`src/rtl/mem_port_arbiter_if.sv`:
```
// mem_port_arbiter_if
//   Bundles the signals around the shared RAM port: the bus-controller data
//   requester, the two per-core instruction-fetch requesters and the RAM side.
//   master : arbiter view (drives waits, loads, RAM controls, mem_error)
//   slave  : environment view (drives requests, addresses, RAM responses)
// Signals
//   bdREN/bdWEN/bdaddr/bdstore  data request         bdwait/bdload   data response
//   iREN/iaddr                  per-core fetch req   iwait/iload     per-core response
//   ramREN/ramWEN/ramaddr/ramstore  RAM command      ramload/ramstate  RAM response
//   mem_error                   granted access saw ramstate ERROR
interface mem_port_arbiter_if #(
   parameter int unsigned ADDR_W = 32
);
   logic                         bdREN;
   logic                         bdWEN;
   logic [ADDR_W-1:0]            bdaddr;
   logic [ADDR_W-1:0]            bdstore;
   logic                         bdwait;
   logic [ADDR_W-1:0]            bdload;
   logic [1:0]                   iREN;
   logic [1:0][ADDR_W-1:0]       iaddr;
   logic [1:0]                   iwait;
   logic [1:0][ADDR_W-1:0]       iload;
   logic                         ramREN;
   logic                         ramWEN;
   logic [ADDR_W-1:0]            ramaddr;
   logic [ADDR_W-1:0]            ramstore;
   logic [ADDR_W-1:0]            ramload;
   logic [1:0]                   ramstate;
   logic                         mem_error;

   modport master (
      input  bdREN, bdWEN, bdaddr, bdstore, iREN, iaddr, ramload, ramstate,
      output bdwait, bdload, iwait, iload, ramREN, ramWEN, ramaddr, ramstore, mem_error
   );

   modport slave (
      output bdREN, bdWEN, bdaddr, bdstore, iREN, iaddr, ramload, ramstate,
      input  bdwait, bdload, iwait, iload, ramREN, ramWEN, ramaddr, ramstore, mem_error
   );
endinterface

```
`src/rtl/mem_port_arbiter.sv`:
```
// mem_port_arbiter
//   Shares one RAM port between the coherence-bus data path and two
//   instruction-fetch requesters. One grant at a time, held until RAM reports
//   ACCESS (or the granted requester withdraws). Data has priority, a
//   starvation counter forces an instruction grant after STARVE_LIMIT data
//   completions with fetches pending, and the two fetch ports alternate.
// Ports
//   CLK   rising-edge clock
//   nRST  asynchronous active-low reset
//   bus   mem_port_arbiter_if.master (requests, responses, RAM command/response)
module mem_port_arbiter #(
   parameter int unsigned STARVE_LIMIT = 4,
   parameter int unsigned ADDR_W       = 32
) (
   input  logic                CLK,
   input  logic                nRST,
   mem_port_arbiter_if.master  bus
);

   localparam logic [1:0] IDLE  = 2'd0;
   localparam logic [1:0] DATA  = 2'd1;
   localparam logic [1:0] INSTR = 2'd2;

   localparam logic [1:0] RAM_ACCESS = 2'd2;
   localparam logic [1:0] RAM_ERROR  = 2'd3;

   localparam logic [3:0] LIMIT = 4'(STARVE_LIMIT);

   logic [1:0] state_q, state_d;
   logic       g_q, g_d;
   logic       rr_ptr_q, rr_ptr_d;
   logic [3:0] starve_cnt_q, starve_cnt_d;

   logic                    ram_ren, ram_wen, mem_err, bd_wait;
   logic [ADDR_W-1:0]       ram_addr, ram_store, bd_load;
   logic [1:0]              i_wait;
   logic [1:0][ADDR_W-1:0]  i_load;
   logic                    pick;

   // Both fetch ports pending: round-robin pointer decides; else the lone requester.
   assign pick = (&bus.iREN) ? rr_ptr_q : bus.iREN[1];

   always_comb begin
      state_d      = state_q;
      g_d          = g_q;
      rr_ptr_d     = rr_ptr_q;
      starve_cnt_d = starve_cnt_q;
      ram_ren      = 1'b0;
      ram_wen      = 1'b0;
      ram_addr     = '0;
      ram_store    = '0;
      mem_err      = 1'b0;
      bd_wait      = 1'b1;
      bd_load      = '0;
      i_wait       = 2'b11;
      i_load       = '0;

      case (state_q)
         DATA: begin
            if (!(bus.bdREN || bus.bdWEN)) begin
               // Withdrawn: release the port without a completion pulse.
               state_d = IDLE;
            end else begin
               ram_wen   = bus.bdWEN;
               ram_ren   = bus.bdREN & ~bus.bdWEN;  // a write wins over a read
               ram_addr  = bus.bdaddr;
               ram_store = bus.bdstore;
               if (bus.ramstate == RAM_ERROR) begin
                  mem_err = 1'b1;
               end else if (bus.ramstate == RAM_ACCESS) begin
                  bd_wait = 1'b0;
                  bd_load = bus.ramload;
                  state_d = IDLE;
                  if ((|bus.iREN) && (starve_cnt_q != LIMIT)) begin
                     starve_cnt_d = starve_cnt_q + 4'd1;
                  end
               end
            end
         end

         INSTR: begin
            if (!bus.iREN[g_q]) begin
               state_d = IDLE;
            end else begin
               ram_ren  = 1'b1;
               ram_addr = bus.iaddr[g_q];
               if (bus.ramstate == RAM_ERROR) begin
                  mem_err = 1'b1;
               end else if (bus.ramstate == RAM_ACCESS) begin
                  i_wait[g_q]  = 1'b0;
                  i_load[g_q]  = bus.ramload;
                  rr_ptr_d     = ~g_q;
                  starve_cnt_d = '0;
                  state_d      = IDLE;
               end
            end
         end

         default: begin
            // IDLE (and any unreachable encoding): choose the next owner.
            if (!(|bus.iREN)) begin
               starve_cnt_d = '0;
            end
            if ((starve_cnt_q == LIMIT) && (|bus.iREN)) begin
               state_d = INSTR;
               g_d     = pick;
            end else if (bus.bdREN || bus.bdWEN) begin
               state_d = DATA;
            end else if (|bus.iREN) begin
               state_d = INSTR;
               g_d     = pick;
            end else begin
               state_d = IDLE;
            end
         end
      endcase
   end

   always_ff @(posedge CLK or negedge nRST) begin
      if (!nRST) begin
         state_q      <= IDLE;
         g_q          <= 1'b0;
         rr_ptr_q     <= 1'b0;
         starve_cnt_q <= '0;
      end else begin
         state_q      <= state_d;
         g_q          <= g_d;
         rr_ptr_q     <= rr_ptr_d;
         starve_cnt_q <= starve_cnt_d;
      end
   end

   assign bus.ramREN    = ram_ren;
   assign bus.ramWEN    = ram_wen;
   assign bus.ramaddr   = ram_addr;
   assign bus.ramstore  = ram_store;
   assign bus.mem_error = mem_err;
   assign bus.bdwait    = bd_wait;
   assign bus.bdload    = bd_load;
   assign bus.iwait     = i_wait;
   assign bus.iload     = i_load;

endmodule

```
`src/flat_wrapper.sv`:
```
// flat-port wrapper written by rule: the top's interface ports become plain ports
module mem_port_arbiter_flat 
#(
   parameter int unsigned STARVE_LIMIT = 4,
   parameter int unsigned ADDR_W       = 32
)
  (CLK, nRST, bus_bdREN, bus_bdWEN, bus_bdaddr, bus_bdstore, bus_iREN, bus_iaddr, bus_ramload, bus_ramstate, bus_bdwait, bus_bdload, bus_iwait, bus_iload, bus_ramREN, bus_ramWEN, bus_ramaddr, bus_ramstore, bus_mem_error);
  mem_port_arbiter_if #(.ADDR_W(ADDR_W)) bus_i ();
  input  logic CLK;
  input  logic nRST;
  input wire logic [$bits(bus_i.bdREN)-1:0] bus_bdREN;
  input wire logic [$bits(bus_i.bdWEN)-1:0] bus_bdWEN;
  input wire logic [$bits(bus_i.bdaddr)-1:0] bus_bdaddr;
  input wire logic [$bits(bus_i.bdstore)-1:0] bus_bdstore;
  input wire logic [$bits(bus_i.iREN)-1:0] bus_iREN;
  input wire logic [$bits(bus_i.iaddr)-1:0] bus_iaddr;
  input wire logic [$bits(bus_i.ramload)-1:0] bus_ramload;
  input wire logic [$bits(bus_i.ramstate)-1:0] bus_ramstate;
  output wire logic [$bits(bus_i.bdwait)-1:0] bus_bdwait;
  output wire logic [$bits(bus_i.bdload)-1:0] bus_bdload;
  output wire logic [$bits(bus_i.iwait)-1:0] bus_iwait;
  output wire logic [$bits(bus_i.iload)-1:0] bus_iload;
  output wire logic [$bits(bus_i.ramREN)-1:0] bus_ramREN;
  output wire logic [$bits(bus_i.ramWEN)-1:0] bus_ramWEN;
  output wire logic [$bits(bus_i.ramaddr)-1:0] bus_ramaddr;
  output wire logic [$bits(bus_i.ramstore)-1:0] bus_ramstore;
  output wire logic [$bits(bus_i.mem_error)-1:0] bus_mem_error;
  assign bus_i.bdREN = bus_bdREN;
  assign bus_i.bdWEN = bus_bdWEN;
  assign bus_i.bdaddr = bus_bdaddr;
  assign bus_i.bdstore = bus_bdstore;
  assign bus_i.iREN = bus_iREN;
  assign bus_i.iaddr = bus_iaddr;
  assign bus_i.ramload = bus_ramload;
  assign bus_i.ramstate = bus_ramstate;
  assign bus_bdwait = bus_i.bdwait;
  assign bus_bdload = bus_i.bdload;
  assign bus_iwait = bus_i.iwait;
  assign bus_iload = bus_i.iload;
  assign bus_ramREN = bus_i.ramREN;
  assign bus_ramWEN = bus_i.ramWEN;
  assign bus_ramaddr = bus_i.ramaddr;
  assign bus_ramstore = bus_i.ramstore;
  assign bus_mem_error = bus_i.mem_error;
  mem_port_arbiter #(.STARVE_LIMIT(STARVE_LIMIT), .ADDR_W(ADDR_W)) u_core (.CLK(CLK), .nRST(nRST), .bus(bus_i));
endmodule
```
`config.mk`:
```
export PLATFORM = sky130hd
export DESIGN_NAME = mem_port_arbiter_flat
export DESIGN_NICKNAME = d
export VERILOG_FILES = /design/src/rtl/mem_port_arbiter_if.sv /design/src/rtl/mem_port_arbiter.sv /design/src/flat_wrapper.sv
export SDC_FILE = /design/constraint.sdc
export NUM_CORES = 1
export LEC_CHECK = 0
export CORE_AREA = 2 2 128 130
export CTS_BUF_LIST = sky130_fd_sc_hd__clkbuf_16
export CTS_CLUSTER_SIZE = 12
export DETAILED_ROUTE_END_ITERATION = 10
export DIE_AREA = 0 0 130 132
export GPL_TIMING_DRIVEN = 0
export PLACE_DENSITY = 0.5
export SYNTH_ARGS = -nofsm -noshare
export SYNTH_HDL_FRONTEND = slang
export SYNTH_SLANG_ARGS = --single-unit
export TNS_END_PERCENT = 20
```
`constraint.sdc`:
```
create_clock -name CLK -period 2.2 [get_ports CLK]
set_input_delay 0.33 -clock CLK [delete_from_list [all_inputs] [get_ports CLK]]
set_output_delay 0.33 -clock CLK [all_outputs]
set_load 0.01 [all_outputs]
```
==> results of run 1 <==
repair_timing:
item | 4_1_cts | 5_1_grt
resized for setup | 378 | 149
hold buffers | 0 | 0
setup buffers | 10 | 9
cloned | 3 | 1
endpoints found under the hold margin | 0 | 0
pin swaps | 24 | 20
setup endpoints to repair | 166 | 114
per-layer routing:
metal	part of all wire (%)	vias to the layer above	track usage, %	routed length, um
li1	-	1882	-	-
met3	9.8	8	4.38	1640
met1	40	1911	21.5	6660
met4	0.51	0	1.67	85
met2	50	248	32.2	8440
met5	0	-	0	0
final cells by class:
class / count / area [um^2]
buffer: 43 / 444
timing repair buffer: 355 / 3250
inverter: 5 / 18.8
tap: 216 / 270
sequential: 8 / 200
fill: 1670 / 9770
clock buffer: 3 / 75.1
multi-input combinational: 245 / 1680
registers in the layout, indices dropped and copies added (netlist names):
register,count
u_core.g_q,1
u_core.rr_ptr_q,1
u_core.starve_cnt_q,4
u_core.state_q,2
layout by cell type (no fill, tap or decap), types with 3 or more instances in the layout:
cell	count
buf_4	15
clkbuf_2	44
dlymetal6s2s_1	24
buf_12	6
dfrtp_1	8
clkbuf_16	4
and3_4	10
a222oi_1	32
and3_1	119
mux2i_1	3
buf_6	18
buf_8	5
clkbuf_4	8
a21oi_1	3
dlygate4sd2_1	47
buf_2	40
nor2_1	34
inv_1	3
o21ai_0	3
clkdlybuf4s50_1	165
clkdlybuf4s15_1	13
nand2_1	13
clkbuf_8	8
power by group through the flow:
stage          clock network, mW  logic (mW)  registers, mW
2_1_floorplan                  0        1.16          0.227
5_1_grt                    0.328        3.10          0.248
6_report                   0.308        2.89          0.243
4_1_cts                    0.315        2.79          0.242
3_3_place_gp                   0        2.48          0.234
3_5_place_dp                   0        2.49          0.236
metrics by stage:
| stage | hold slack [ns] | instances | power (mW) | TNS (ns) | cell area (um^2) |
|---|---|---|---|---|---|
| floorplan | 0.0344 | 302 | 1.39 | 0 | 2020 |
| global placement | 0.488 | 851 | 2.71 | -97.37 | 5620 |
| detailed placement | 0.486 | 851 | 2.73 | -101.36 | 5620 |
| CTS | 0.410 | 866 | 3.34 | -3.54 | 5810 |
| global route | 0.415 | 875 | 3.67 | -2.67 | 5940 |
| finish | 0.393 | 875 | 3.44 | -0.473 | 5940 |
cell families (layout without fill, tap and decap cells):
group                    count (synthesis)  in the layout  share of synthesized area [%]
AND/OR/NAND/NOR                        189            189                           53.3
AO/OA/AOI/OAI                           49             49                           21.9
buffers and inverters                   49            406                           10.9
flip-flops                               8              8                           9.93
adder cells (fa/ha/maj)                  4              4                           2.48
multiplexers                             3              3                           1.49
final timing paths:
check,slack [ns],start,to
worst max-delay path,-0.08,u_core.state_q[0],bus_ramaddr[14]
max in group asynchronous,1.52,nRST,u_core.g_q
min in group CLK,0.48,u_core.rr_ptr_q,u_core.rr_ptr_q
worst min-delay path,0.39,nRST,u_core.starve_cnt_q[0]
worst max register to register,0.43,u_core.state_q[0],u_core.starve_cnt_q[2]
worst min register to register,0.48,u_core.rr_ptr_q,u_core.rr_ptr_q
==> results.yml, run 1 <==
detailed_routing:
  via_per_inst: 4.63
  avgRoutedWirePerCell_um: 19.2
  wirelength_mm: 16.8
  drc: 0
  vias: 4049
  antenna_left: 0
  first_pass_iters: 8
  dr.first_iter.drc_count: 267
setup_path:
  path_delay_family: "buffers and inverters"
  crit_arrival_ns: 1.95
  crit_buf_inv: 4
  start_kind: "register"
  ff2ff_path_depth: 8
  cp_slowest_cell: "dfrtp_1"
  crit_fanout: 6
  worstPathCellList: "buf_6 -> ha_4 -> and2_4 -> buf_12 -> buf_16 -> a222oi_1 -> nor2_1 -> buf_2"
  critical_path_class: "reg -> out"
  end_kind: "output pin"
  cp.required_ns: 1.87
  path_depth: 8
  crit_path_max_incr_delay_ns: 0.39
cts:
  cts-root-buf: "clkbuf_16"
  cts_made_buffers: 3
  cts_tree: "built"
  clkSinkCount: 8
  cts-htree-levels: 1
  clk_pin_slew_worst_paths_ns: 0.04
  cts_buffer_depth: 2
  clk_latency_ns: 0.23
final_layout:
  post-route-util_pct: 37.8
  diodes: 0
  fin_nets: 833
  drive_above_1_share_pct: 25.8
  synthToLayoutAreaGrowth_pct: 195
synth:
  syn_avg_cell_area_um2: 6.67
  ys_dominant_reg_cell: "dfrtp_1"
  synth_cell_types: 32
  yosys-top-cells-area: "and3_1 (40%), a222oi_1 (16%), dfrtp_1 (9.9%)"
  synthArstFlopShare_pct: 100
  synth_edf_count: 0
  synth_area_mm2: 0.00202
  ys_seq_elements: 8
  synth_largest_area_cell: "and3_1"
  synth_top_area_share_pct: 40.0
  synth_cells: 302
  synth_common_cells: "and3_1 (129), nor2_1 (34), a222oi_1 (32), clkbuf_1 (32), nand2_1 (13)"
  synth-seq-area-share_pct: 9.93
  synth_fp_nets: 474
  yosys_warnings: 0
  yosysMostFrequentCell: "and3_1"
flow_run:
  drv_cap: 0
global_routing:
  grt_pass1_vias: 4026
  antenna_found_initial: 0
  grt_max_degree: 13
  grt_use_total_pct: 17.7
  grt_pass1_wl_mm: 24.0
  gr-total-overflow: 0
power_and_ir_drop:
  cellPowerDensity_mw_per_mm2: 578
  clkPwrFrac_pct: 9.0
  intPower_mw: 1.97
  pwr-share-comb_pct: 84.0
  irDropWorstVdd_mv: 0.236
  switchingPower_mw: 1.47
  seq_power_share_pct: 7.1
  leakagePower_nw: 3.52
  switching_share_pct: 42.6
sta:
  setup_ws_ns: -0.0825
  clock_skew_ns: 0.00158
  final_max_slew_viol_count: 0
  fin_crit_ns: 2.28
  grt_setup_unrepaired: "true"
  setup_viol: 22
  hold_viol: 0
  max_slew_margin_pct: 73.4
  layout_worst_path_cycle_share_pct: 104
  clock.fmax_mhz: 438
  tightest_slew_ns: 0.398
floorplan:
  num_rows: 46
  start_util_pct: 12.8
  fp.dieH_um: 132
  io-pin-count: 334
  die_w_um: 130
  die_area_mm2: 0.0172
  fp.coreArea_mm2: 0.0157
outcome:
  violations: "negative setup slack"
  status: "finished with violations"
min_path:
  hold_path.class: "in -> async"
place:
  place.gp.congestion: 0.841
  dp_hpwl_mm: 13.3
  dp_worst_setup_slack_ns: -0.799
  io_buffers: 333
Power figures use the tool's default switching activity.
==> run 2: changes to the inputs <==
--- a/config.mk
+++ b/config.mk
@@ -5,13 +5,14 @@
 export SDC_FILE = /design/constraint.sdc
 export NUM_CORES = 1
 export LEC_CHECK = 0
-export CORE_AREA = 2 2 128 130
+export CELL_PAD_IN_SITES_DETAIL_PLACEMENT = 0
+export CELL_PAD_IN_SITES_GLOBAL_PLACEMENT = 1
+export CORE_UTILIZATION = 12
 export CTS_BUF_LIST = sky130_fd_sc_hd__clkbuf_16
 export CTS_CLUSTER_SIZE = 12
 export DETAILED_ROUTE_END_ITERATION = 10
-export DIE_AREA = 0 0 130 132
 export GPL_TIMING_DRIVEN = 0
-export PLACE_DENSITY = 0.5
+export PLACE_DENSITY_LB_ADDON = 0.05
 export SYNTH_ARGS = -nofsm -noshare
 export SYNTH_HDL_FRONTEND = slang
 export SYNTH_SLANG_ARGS = --single-unit
==> results.yml, run 2 (synthesis gave the netlist of run 1 again) <==
sta:
  clock.fmax_mhz: 449
  tightest_slew_ns: 0.388
  hold_viol: 0
  grt_setup_unrepaired: "true"
  max_slew_margin_pct: 73.4
  hold_ws_ns: 0.380
  setup_viol: 2
  final_max_slew_viol_count: 0
  layout_worst_path_cycle_share_pct: 101
  clock_skew_ns: 0.00218
  fin_crit_ns: 2.23
  setup_ws_ns: -0.0265
cts:
  clkSinkCount: 8
  cts_buffer_depth: 2
  cts-root-buf: "clkbuf_16"
  cts-htree-levels: 1
  cts_made_buffers: 3
  clk_pin_slew_worst_paths_ns: 0.04
  cts_tree: "built"
  clk_latency_ns: 0.23
detailed_routing:
  drc: 0
  vias: 3872
  avgRoutedWirePerCell_um: 17.4
  via_per_inst: 4.40
  dr.first_iter.drc_count: 253
  wirelength_mm: 15.3
  antenna_left: 0
  first_pass_iters: 5
outcome:
  status: "finished with violations"
  violations: "negative setup slack"
global_routing:
  grt_pass1_wl_mm: 22.9
  antenna_found_initial: 1
  gr-total-overflow: 0
  grt_pass1_vias: 3855
  grt_use_total_pct: 16.6
  grt_max_degree: 13
final_layout:
  final_common_cell: "clkdlybuf4s50_1"
  synthToLayoutAreaGrowth_pct: 182
  diodes: 0
  post-route-util_pct: 34.5
  layout_common_cells: "clkdlybuf4s50_1 (167), and3_1 (128), clkbuf_2 (79)"
  largest_reg_flops: 4
  top_register: "u_core.starve_cnt_q"
  fin_nets: 834
  drive_above_1_share_pct: 27.7
  top_regs: "u_core.starve_cnt_q x4, u_core.state_q x2"
setup_path:
  cp-startpoint: "u_core.state_q[1]"
  reg2reg_from: "u_core.state_q[1]"
  crit_path_max_incr_delay_ns: 0.41
  crit_fanout: 10
  path_depth: 7
  endpoint: "bus_ramaddr[11]"
  crit_buf_inv: 3
  critical_path_class: "reg -> out"
  start_kind: "register"
  r2r_setup_slack_ns: 0.51
  cp.required_ns: 1.87
  crit_arrival_ns: 1.90
  end_kind: "output pin"
  cp_slowest_cell: "dfrtp_1"
  r2r_end: "u_core.starve_cnt_q[2]"
  worstPathCellList: "ha_4 -> and3b_2 -> buf_8 -> buf_8 -> a222oi_1 -> nor2_1 -> dlygate4sd2_1"
  critPathMostFrequentCell: "buf_8"
  path_delay_family: "buffers and inverters"
  ff2ff_path_depth: 7
floorplan:
  fp.dieH_um: 132
  num_rows: 47
  fp.coreArea_mm2: 0.0165
  die_area_mm2: 0.0173
  die_w_um: 132
  io-pin-count: 334
  start_util_pct: 12.2
flow_run:
  drv_cap: 0
min_path:
  hold_path.class: "in -> async"
power_and_ir_drop:
  irDropWorstVdd_mv: 0.212
  cellPowerDensity_mw_per_mm2: 561
  leakagePower_nw: 3.28
place:
  place.gp.congestion: 0.846
  dp_worst_setup_slack_ns: -0.849
  dp_hpwl_mm: 12.4
  io_buffers: 333
run 2: cell count changes in the layout (fill, tap and decap cells not counted), moves of 5 or more:
cell	change
buf_6	-11
dlygate4sd2_1	-5
buf_2	-12
dlymetal6s2s_1	-13
clkdlybuf4s15_1	-6
and3_1	+9
buf_4	+10
and3_4	-9
clkbuf_2	+35
run 2: area by class of cell:
class	count	area (um^2)
Clock buffer	3	75.1
Multi-Input combinational cell	245	1640
Timing Repair Buffer	356	3020
Tap cell	220	275
Sequential cell	8	200
Buffer	43	454
Fill cell	1805	10800
Inverter	5	18.8
run 2: repair_timing:
| item | 4_1_cts | 5_1_grt |
|---|---|---|
| pin swaps | 14 | 30 |
| setup buffers | 6 | 15 |
| hold buffers | 0 | 0 |
| endpoints found under the setup margin | 166 | 158 |
| gates resized for setup | 350 | 173 |
| cloned | 0 | 2 |
run 2: how the worst min path moves through the flow:
stage | depth (start not counted) | slack, ns | to
floorplan | 0 | 0.03 | u_core.g_q
global placement | 2 | 0.48 | u_core.rr_ptr_q
detailed placement | 2 | 0.48 | u_core.rr_ptr_q
CTS | 1 | 0.40 | u_core.starve_cnt_q[1]
global route | 1 | 0.42 | u_core.starve_cnt_q[1]
finish | 1 | 0.38 | u_core.starve_cnt_q[1]
run 2: metrics by stage:
step / setup TNS [ns] / instance area [um^2] / total power [mW] / instances
global route: -1.54 / 5680 / 3.45 / 880
detailed placement: -96.74 / 5620 / 2.70 / 855
CTS: -5.00 / 5830 / 3.05 / 863
floorplan: 0 / 2020 / 1.39 / 302
global placement: -96.55 / 5620 / 2.70 / 855
finish: -0.0468 / 5680 / 3.19 / 880
run 2: per-layer routing:
layer  track usage (%)  routed length [um]
met4              2.00                 124
met2              31.2                7910
met3              5.17                1450
met1              18.6                5850
met5                 0                  13
run 2: report_power, final:
part | internal [mW] | leakage [nW] | switching [mW]
Sequential | 0.198 | 0.105 | 0.0425
Clock | 0.235 | 0.0370 | 0.0739
Combinational | 1.39 | 3.14 | 1.24
